## config.mk

```make
export PLATFORM = sky130hd
export DESIGN_NAME = alu_arbiter
export DESIGN_NICKNAME = d
export VERILOG_FILES = /design/src/rtl/alu_arbiter.sv
export SDC_FILE = /design/constraint.sdc
export NUM_CORES = 1
export LEC_CHECK = 0
export ABC_AREA = 0
export CORE_MARGIN = 1.5
export CORE_UTILIZATION = 41
export CTS_CLUSTER_SIZE = 14
export DETAILED_ROUTE_END_ITERATION = 10
export PLACE_DENSITY_LB_ADDON = 0.25
export SYNTH_ARGS = -nofsm -noshare
export SYNTH_HDL_FRONTEND = slang
export SYNTH_SLANG_ARGS = --single-unit
```

## constraint.sdc

```tcl
create_clock -name clk -period 5.2 [get_ports clk]
set_input_delay 0.78 -clock clk [delete_from_list [all_inputs] [get_ports clk]]
set_output_delay 0.78 -clock clk [all_outputs]
set_load 0.05 [all_outputs]
```

## src/rtl/alu_arbiter.sv

```systemverilog
// alu_arbiter: two-requester round-robin front end for one shared
// combinational ALU. One operation is in flight at a time:
// IDLE (grant) -> EXEC (drive ALU, capture result) -> RESP (hold until taken).
//
// Ports
//   clk, rst                   clock, async active-high reset
//   reqN_valid/op/a/b          requester N operation (N = 0,1)
//   reqN_ready                 requester N accepted this cycle (combinational)
//   alu_a/alu_b/alu_ctrl      operands/control to the shared ALU (registered)
//   alu_result/alu_flags       ALU outputs, flags = {zero, neg, carry, ovf}
//   resp_valid/resp_ready      response handshake
//   resp_id                    owner of the response
//   resp_result/resp_flags     captured ALU outputs
//   resp_err                   op code was illegal
module alu_arbiter #(
  parameter int DATA_WIDTH = 32
) (
  input  logic                  clk,
  input  logic                  rst,
  input  logic                  req0_valid,
  input  logic [2:0]            req0_op,
  input  logic [DATA_WIDTH-1:0] req0_a,
  input  logic [DATA_WIDTH-1:0] req0_b,
  output logic                  req0_ready,
  input  logic                  req1_valid,
  input  logic [2:0]            req1_op,
  input  logic [DATA_WIDTH-1:0] req1_a,
  input  logic [DATA_WIDTH-1:0] req1_b,
  output logic                  req1_ready,
  output logic [DATA_WIDTH-1:0] alu_a,
  output logic [DATA_WIDTH-1:0] alu_b,
  output logic [2:0]            alu_ctrl,
  input  logic [DATA_WIDTH-1:0] alu_result,
  input  logic [3:0]            alu_flags,
  output logic                  resp_valid,
  input  logic                  resp_ready,
  output logic                  resp_id,
  output logic [DATA_WIDTH-1:0] resp_result,
  output logic [3:0]            resp_flags,
  output logic                  resp_err
);

  typedef enum logic [1:0] {IDLE, EXEC, RESP} state_t;

  typedef struct packed {
    logic [2:0]            op;
    logic [DATA_WIDTH-1:0] a;
    logic [DATA_WIDTH-1:0] b;
    logic                  id;
  } req_t;

  state_t state, state_nxt;
  logic   prio;       // requester favoured on a tie
  logic   grant_id;
  logic   accept;
  logic   op_bad;
  req_t   lat, grant_req;

  // Tie goes to the pointer; otherwise whoever is asking.
  always_comb begin
    grant_id = 1'b0;
    if (req0_valid && req1_valid) grant_id = prio;
    else if (req1_valid)          grant_id = 1'b1;
  end

  // rst gates the readies so every output is 0 while reset is held.
  assign accept     = (state == IDLE) && (req0_valid || req1_valid) && !rst;
  assign req0_ready = accept && !grant_id;
  assign req1_ready = accept &&  grant_id;

  assign grant_req = grant_id ? req_t'{req1_op, req1_a, req1_b, 1'b1}
                              : req_t'{req0_op, req0_a, req0_b, 1'b0};

  always_comb begin
    case (lat.op)
      3'b000, 3'b001, 3'b010, 3'b011, 3'b101: op_bad = 1'b0;
      default:                                op_bad = 1'b1;
    endcase
  end

  always_comb begin
    state_nxt = state;
    case (state)
      IDLE:    if (accept) state_nxt = EXEC;
      EXEC:    state_nxt = RESP;
      RESP:    if (resp_ready) state_nxt = IDLE;
      default: state_nxt = IDLE;
    endcase
  end

  always_ff @(posedge clk or posedge rst) begin
    if (rst) begin
      state       <= IDLE;
      prio        <= 1'b0;
      lat         <= '0;
      resp_result <= '0;
      resp_flags  <= '0;
      resp_err    <= 1'b0;
    end else begin
      state <= state_nxt;
      if (accept) lat <= grant_req;
      if (state == EXEC) begin
        resp_result <= alu_result;
        resp_flags  <= alu_flags;
        resp_err    <= op_bad;
      end
      // Pointer moves only once the response is consumed.
      if (state == RESP && resp_ready) prio <= ~lat.id;
    end
  end

  // Latched operands stay on the ALU bus between operations.
  assign alu_a      = lat.a;
  assign alu_b      = lat.b;
  assign alu_ctrl   = lat.op;
  assign resp_id    = lat.id;
  assign resp_valid = (state == RESP);

endmodule

```

Word level (Yosys, flattened, before mapping)
Index checks and enable logic that the tools add are counted.
{ "word_totals": {"register_bits": 108, "inputBits": 175, "output_inout_bits": 108} }
{ "op_classes": {"eq_ne": 8, "n_mux": 7, "bitwise_logic": 1, "reduce_logical": 13} }
{ "op_table": {"columns": ["op", "count"], "rows": [
  ["$mux W68", 1],
  ["$eq A3 B2 Y1 const B", 2],
  ["$logic_and A1 B1 Y1", 6],
  ["$pmux W2 S3", 1],
  ["$reduce_or A5 Y1", 1],
  ["$mux W2", 2],
  ["$eq A3 B1 Y1 const B", 1],
  ["$eq A3 B3 Y1 const B", 1],
  ["$logic_not A3 Y1", 1],
  ["$mux W1", 3],
  ["$eq A2 B1 Y1 const B", 1],
  ["$eq A2 B2 Y1 const B", 1],
  ["$logic_not A1 Y1", 2],
  ["$logic_not A2 Y1", 1],
  ["$ne A2 B1 Y1 const B", 1],
  ["$ne A2 B2 Y1 const B", 1],
  ["$reduce_and A2 Y1", 1],
  ["$logic_or A1 B1 Y1", 1],
  ["$not A1 Y1", 1]
]} }

Depth between registers and ports, before layout
{ "depth": {"depth_word": 5, "ltp_mapped": 7, "ltp_nobuf": 3} }

Worst setup path after synthesis
OpenSTA, ideal clock, no wires.
{ "synth_path": {"kind": "input port to output port", "from": "input rst", "to": "output req1_ready", "arrival_time_ps": 2652, "setup_slack_ps": 1768, "path_stages": 5, "cell_sequence": "or3_1 > clkbuf_1 > buf_6 > buf_6 > nor3b_1"} }
{ "synth_via": {"elab_chain_len": 3} }
{ "synth_lines": {"columns": ["item", "line_no", "text"], "rows": [
  ["start: declaration", "19", "input logic rst,"],
  ["$logic_not A1 Y1 (no line)", null, null],
  ["$logic_and A1 B1 Y1", "67", "assign accept = (state == IDLE) && (req0_valid || req1_valid) && !rst;"],
  ["$logic_and A1 B1 Y1", "69", "assign req1_ready = accept && grant_id;"],
  ["end: declaration", "29", "output logic req1_ready,"]
]} }
No other way between the ends.

Final worst setup path
Ends and elaborated chain as after synthesis.

==> metrics <==
ys async rst share 100.0%; Resize count post-CTS 0; Largest stage delay, worst path a little under 900 ps; synth warn 0; total CTS buffers 9; Clock Sinks 108; R2R Setup Slk 3140 ps; peak supply drop 0.0005294 V; via count 4467; status finished clean; most common cell in the synthesized netlist dfrtp_1; Rel. slew slack between 30% and 40%; final instance area 7958 sq um; gr ovfl total 0; area taken by multi-input logic gates 1874 sq um; power density cells ~660 nW/um^2; WL/cell 19.64 um; share of the synthesized area in the top cell type 56.49%; clock latency on the worst-skew pair 340 ps; CTS tree yes; Via density 5.488; cell taking the most area after synthesis dfrtp_1; Syn Area/Cell 11.67 sq um; top cells by count, synth dfrtp_1, nand2_1, a221o_1; Hold Crit Start resp_id; drt first pass iters 4; gr usage total about a quarter; Synth Cell Area 4785 sq um; RePlAce Congestion 0.7992; DR WL met2 a little under 8000 um; crit start category input port; worst reg2reg path depth 4; crit path max fanout 3; P&R area growth vs syn 66.32%; WHS Path Cells 1; DR iter-0 viols 248; Max Clock Freq 278.5 MHz; dpl cell area 7640 sq um; core area about 11000 sq um; final-report hold violation count 0; fin. max-slew vios 0; final wirelength 15980 um; vias in the first global route 4625; syn_nets 585; Final min period 3591 ps; postcts setup bufs 0; Clk pin slew, worst setup/hold paths 70 ps; Top FF cell, synth dfrtp_1; Critical Path AT 2810 ps; Hold Path Class reg -> reg; maximum number of pins on one net before global-route repair between 70 and 80; Layout Nets between 800 and 900; Syn Inst Count 410; Final Cycle Share 69.05%; CP endpoint kind output port; register area share after synthesis a little under three fifths; share of cells above drive strength 1 12.39%; # H-tree levels 3; CP dominant cell by count clkdlybuf4s50_1; Die X approximately 110 um; Setup TNS 0 ps; top cells by area, synth dfrtp_1, a221o_1, mux2_2; Yosys reg bits 108; row count 39; Routed met3 length 1402 um; Setup violations, final 0; setup repair after global routing missed its margin no; PortBufs 282; Reg area 2703 sq um; EDFF count, synth 0; io pins between 200 and 300; Die Height 111.0 um; CP max stage cell clkdlybuf4s50_1; CP Data Required Time 4420 ps; clk root buf clkbuf_16; DRC viols 0; Met1 Wirelength 6299 um; top routing layer used met4; reg2reg start state[0]; Post-CTS Hold Fix Bufs 0; Max Cap Viol 0; Max Root-Sink Buffers 2; worst r2r dst alu_ctrl[0]; Hold EP prio; Final Skew 5.228 ps; hpwl dp ~11000 um; Setup CP Type in -> out; first-pass GRT wire length ~25000 um; fillers between 800 and 900; Initial Util 41.90%; initial antenna violation count 1; Total Die Area 12330 sq um; Final ANT Viol Nets 0; Critical Path, Cell by Cell clkdlybuf4s50_1 > or3_2 > nor3b_1 > clkdlybuf4s50_1; Synth cell types 21; Least-Margin Pin Slew 953.9 ps; Static Leak 3.239 nW
## routing by layer
| metal | vias to the layer above | track usage (%) |
|---|---|---|
| met5 | - | 0 |
| li1 | 2029 | - |
| met2 | 231 | 43.05 |
| met1 | 2178 | 31.98 |
| met3 | 29 | 7.162 |
| met4 | 0 | 10.38 |
## cells by family after synthesis
logic type / synth area share (%)
compound gates: 14.64
simple gates: 15.56
mux: 8.473
buf+inv: 4.838
flops: 56.49
## cell type report
| class | count | share of cell area (%) |
|---|---|---|
| timing repair buffer | 288 | 35.97 |
| sequential | 108 | 33.96 |
| multi-input combinational | 254 | 23.55 |
| clock buffer | 9 | 2.830 |
| tap | 143 | 2.248 |
| clock inverter | 6 | 1.132 |
| inverter | 5 | 0.2673 |
| antenna | 1 | 0.03145 |
## worst max-delay path: cells and delay by family
kind	cells	cell delay, ps
simple gates	2	680
buf+inv	2	1350
## worst max-delay path by stage
stage          from         end  slack (ps)  cells after the start
3_3_place_gp    rst  req1_ready        1620                      4
3_5_place_dp    rst  req1_ready        1580                      4
2_1_floorplan   rst    alu_a[0]        1570                      1
6_report        rst  req1_ready        1610                      4
4_1_cts         rst  req1_ready        1560                      4
5_1_grt         rst  req1_ready        1470                      4
## registers in the layout, indices dropped and copies added (netlist names)
signal and cells:
alu_a 32, alu_b 32, resp_result 32, resp_flags 4
alu_ctrl 3, state 2, prio 1, resp_err 1
resp_id 1
## report_power, final
part / switching (mW) / leakage, nW / total [mW] / internal, mW
Clock: 0.303 / 0.151 / 0.724 / 0.420
Sequential: 0.231 / 1.31 / 1.46 / 1.23
Combinational: 1.94 / 1.77 / 3.05 / 1.10
Total: 2.48 / 3.24 / 5.23 / 2.76
## placed cells by master (no fill, tap or decap), drive strengths merged
master,instances
a21oi,1
a221o,67
and3,1
buf,7
bufinv,2
clkbuf,9
clkdlybuf4s50,281
clkinv,3
clkinvlp,1
dfrtp,108
diode,1
inv,5
mux2,36
nand2,70
nand2b,2
nand3b,1
nor2b,1
nor3,68
nor3b,1
o21ai,5
or3,1
## stage by stage
step / setup WS (ps) / cells / util (%) / hold slack (ps) / total power [mW]
6_report: 1609 / 814 / 69.69 / 505.7 / 5.232
5_1_grt: 1465 / 814 / 69.69 / 517.0 / 5.428
4_1_cts: 1557 / 813 / 69.67 / 511.0 / 5.267
3_5_place_dp: 1579 / 798 / 66.91 / 493.4 / 4.528
3_3_place_gp: 1617 / 798 / 66.91 / 469.8 / 4.474
2_1_floorplan: 1574 / 410 / - / 469.6 / 3.409
No activity file was read; power rests on OpenSTA's default activity.
==> variant, RTL diff (config.mk and constraints unchanged) <==
The parameter `DATA_WIDTH` goes from 32 to 24.
--- a/src/rtl/alu_arbiter.sv
+++ b/src/rtl/alu_arbiter.sv
@@ -13,7 +13,7 @@
 //   resp_result/resp_flags     captured ALU outputs
 //   resp_err                   op code was illegal
 module alu_arbiter #(
-  parameter int DATA_WIDTH = 32
+  parameter int DATA_WIDTH = 24
 ) (
   input  logic                  clk,
   input  logic                  rst,
Ports: changed (8 resized); port bits go from 283 to 219. No check against the original RTL was run, so the function may have changed too.
==> variant against the unedited design <==
  * Area after synthesis shrank 18%
  * Wire length down 27%
  * Total power shrank 24%
  * Maximum frequency is 1.4% lower
  * Critical path depth did not move
  * First-iteration DRC count decreased by 12%
  * Largest power group unchanged
  * Setup slack got worse by 0.050 ns
  * Sequential cell count decreased by 24
  * Design area fell by 20%
==> variant: results (changes against the unedited design) <==
outcome:
  status: "finished clean"
pwr:
  swShare_pct: 48.4  # +1.1 points
  max-vdd-ir-drop_v: 0.000356  # -33%
  p_leak_nw: 2.54  # -21%
drt:
  routed_wl_microns: 11700  # -27%
  via_per_inst: 5.19  # -5.4%
  drt_iter0_drc: 218  # -12%
cells_and_area:
  final_nets: 657  # -22%
  drive_above_1_share_pct: 19.9  # +7.5 points
  antenna_cells: 0  # -1
yosys:
  synth_area_leaders: "dfrtp_1 (54%), a221o_1 (13%), nor3_2 (13%)"
  synth.distinct_cells: 19  # -9.5%
  synth_compound_area_share_pct: 13.8  # -0.86 points
  synth_mux_area_share_pct: 8.04  # -0.43 points
  syn-num-nets: 454  # -22%
  yosys.area_share.adder_pct: 0  # unchanged
  synth_commonest_cells: "dfrtp_1 (84), nand2_1 (54), a221o_1 (51)"
  synth_xor_xnor_area_share_pct: 0  # unchanged
  ys_seq_area_share_pct: 53.6  # -2.9 points
global_route:
  grt_use_total_pct: 22.6  # -3.3 points
  antenna_found_initial: 0  # -1
  grt_first_pass_wirelength_microns: 17600  # -30%
  grt_pass1_vias: 3409  # -26%
  grt_max_degree: 55  # -28%
placement:
  dpl.hpwl_microns: 8250  # -25%
  port-buffer-count: 218  # -23%
  place_ws_ns: 1.58  # -0.00395 ns
  place_congestion: 0.806  # +0.83%
floorplan:
  start_util_pct: 42.5  # +0.55 points
clocking:
  clk_pin_slew_ns: 0.09  # +0.02 ns
  root_buffer: "clkbuf_8"
sta:
  fin_skew_ns: 0.0170  # +0.0118 ns
  worst_slew_pin_slew_ns: 0.994  # +0.0401 ns
critical_path:
  arrival_ns: 2.86  # +0.05 ns
==> variant: power by group through the flow <==
stage | Sequential [mW] | Clock (mW) | Combinational [mW]
floorplan | 2.18 | 0 | 0.507
global placement | 1.12 | 0 | 2.36
detailed placement | 1.14 | 0 | 2.38
CTS | 1.13 | 0.500 | 2.39
global route | 1.17 | 0.524 | 2.46
finish | 1.13 | 0.488 | 2.37
==> variant: cell type report <==
| type | count | area [sq um] |
|---|---|---|
| Clock buffer | 10 | 138 |
| Clock inverter | 6 | 68.8 |
| Fill cell | 733 | 2900 |
| Inverter | 5 | 20.0 |
| Multi-Input combinational cell | 198 | 1630 |
| Sequential cell | 84 | 2100 |
| Tap cell | 129 | 161 |
| Timing Repair Buffer | 224 | 2220 |
==> variant: routing by layer <==
metal  wire [microns]  share of wire, %  global-route usage (%)  vias to the layer above
met5                0                 0                       0                        -
met4              268               2.3                    7.91                        0
met3              790               6.7                    5.20                       20
met2             6000                51                    39.1                      145
met1             4680                40                    27.7                     1657
li1                 -                 -                       -                     1583
==> variant: per-stage QoR <==
step	utilization [%]	hold slack, ns	cell area, sq um	cells
after floorplan	-	0.470	3920	319
after global placement	66.4	0.467	6140	640
after detailed placement	66.4	0.484	6140	640
after CTS	68.7	0.505	6340	656
after global routing	68.7	0.524	6340	656
final	68.7	0.495	6340	656
==> variant: final timing paths <==
path	to	depth (start not counted)	slack [ns]	start
setup / recovery	req1_ready	4	1.56	rst
hold / removal	resp_err	2	0.50	resp_err
setup reg to reg	alu_a[7]	4	3.23	state[1]
hold reg to reg	resp_err	2	0.50	resp_err
max in group asynchronous	alu_ctrl[2]	3	3.29	rst
min in group asynchronous	resp_result[22]	2	0.94	rst
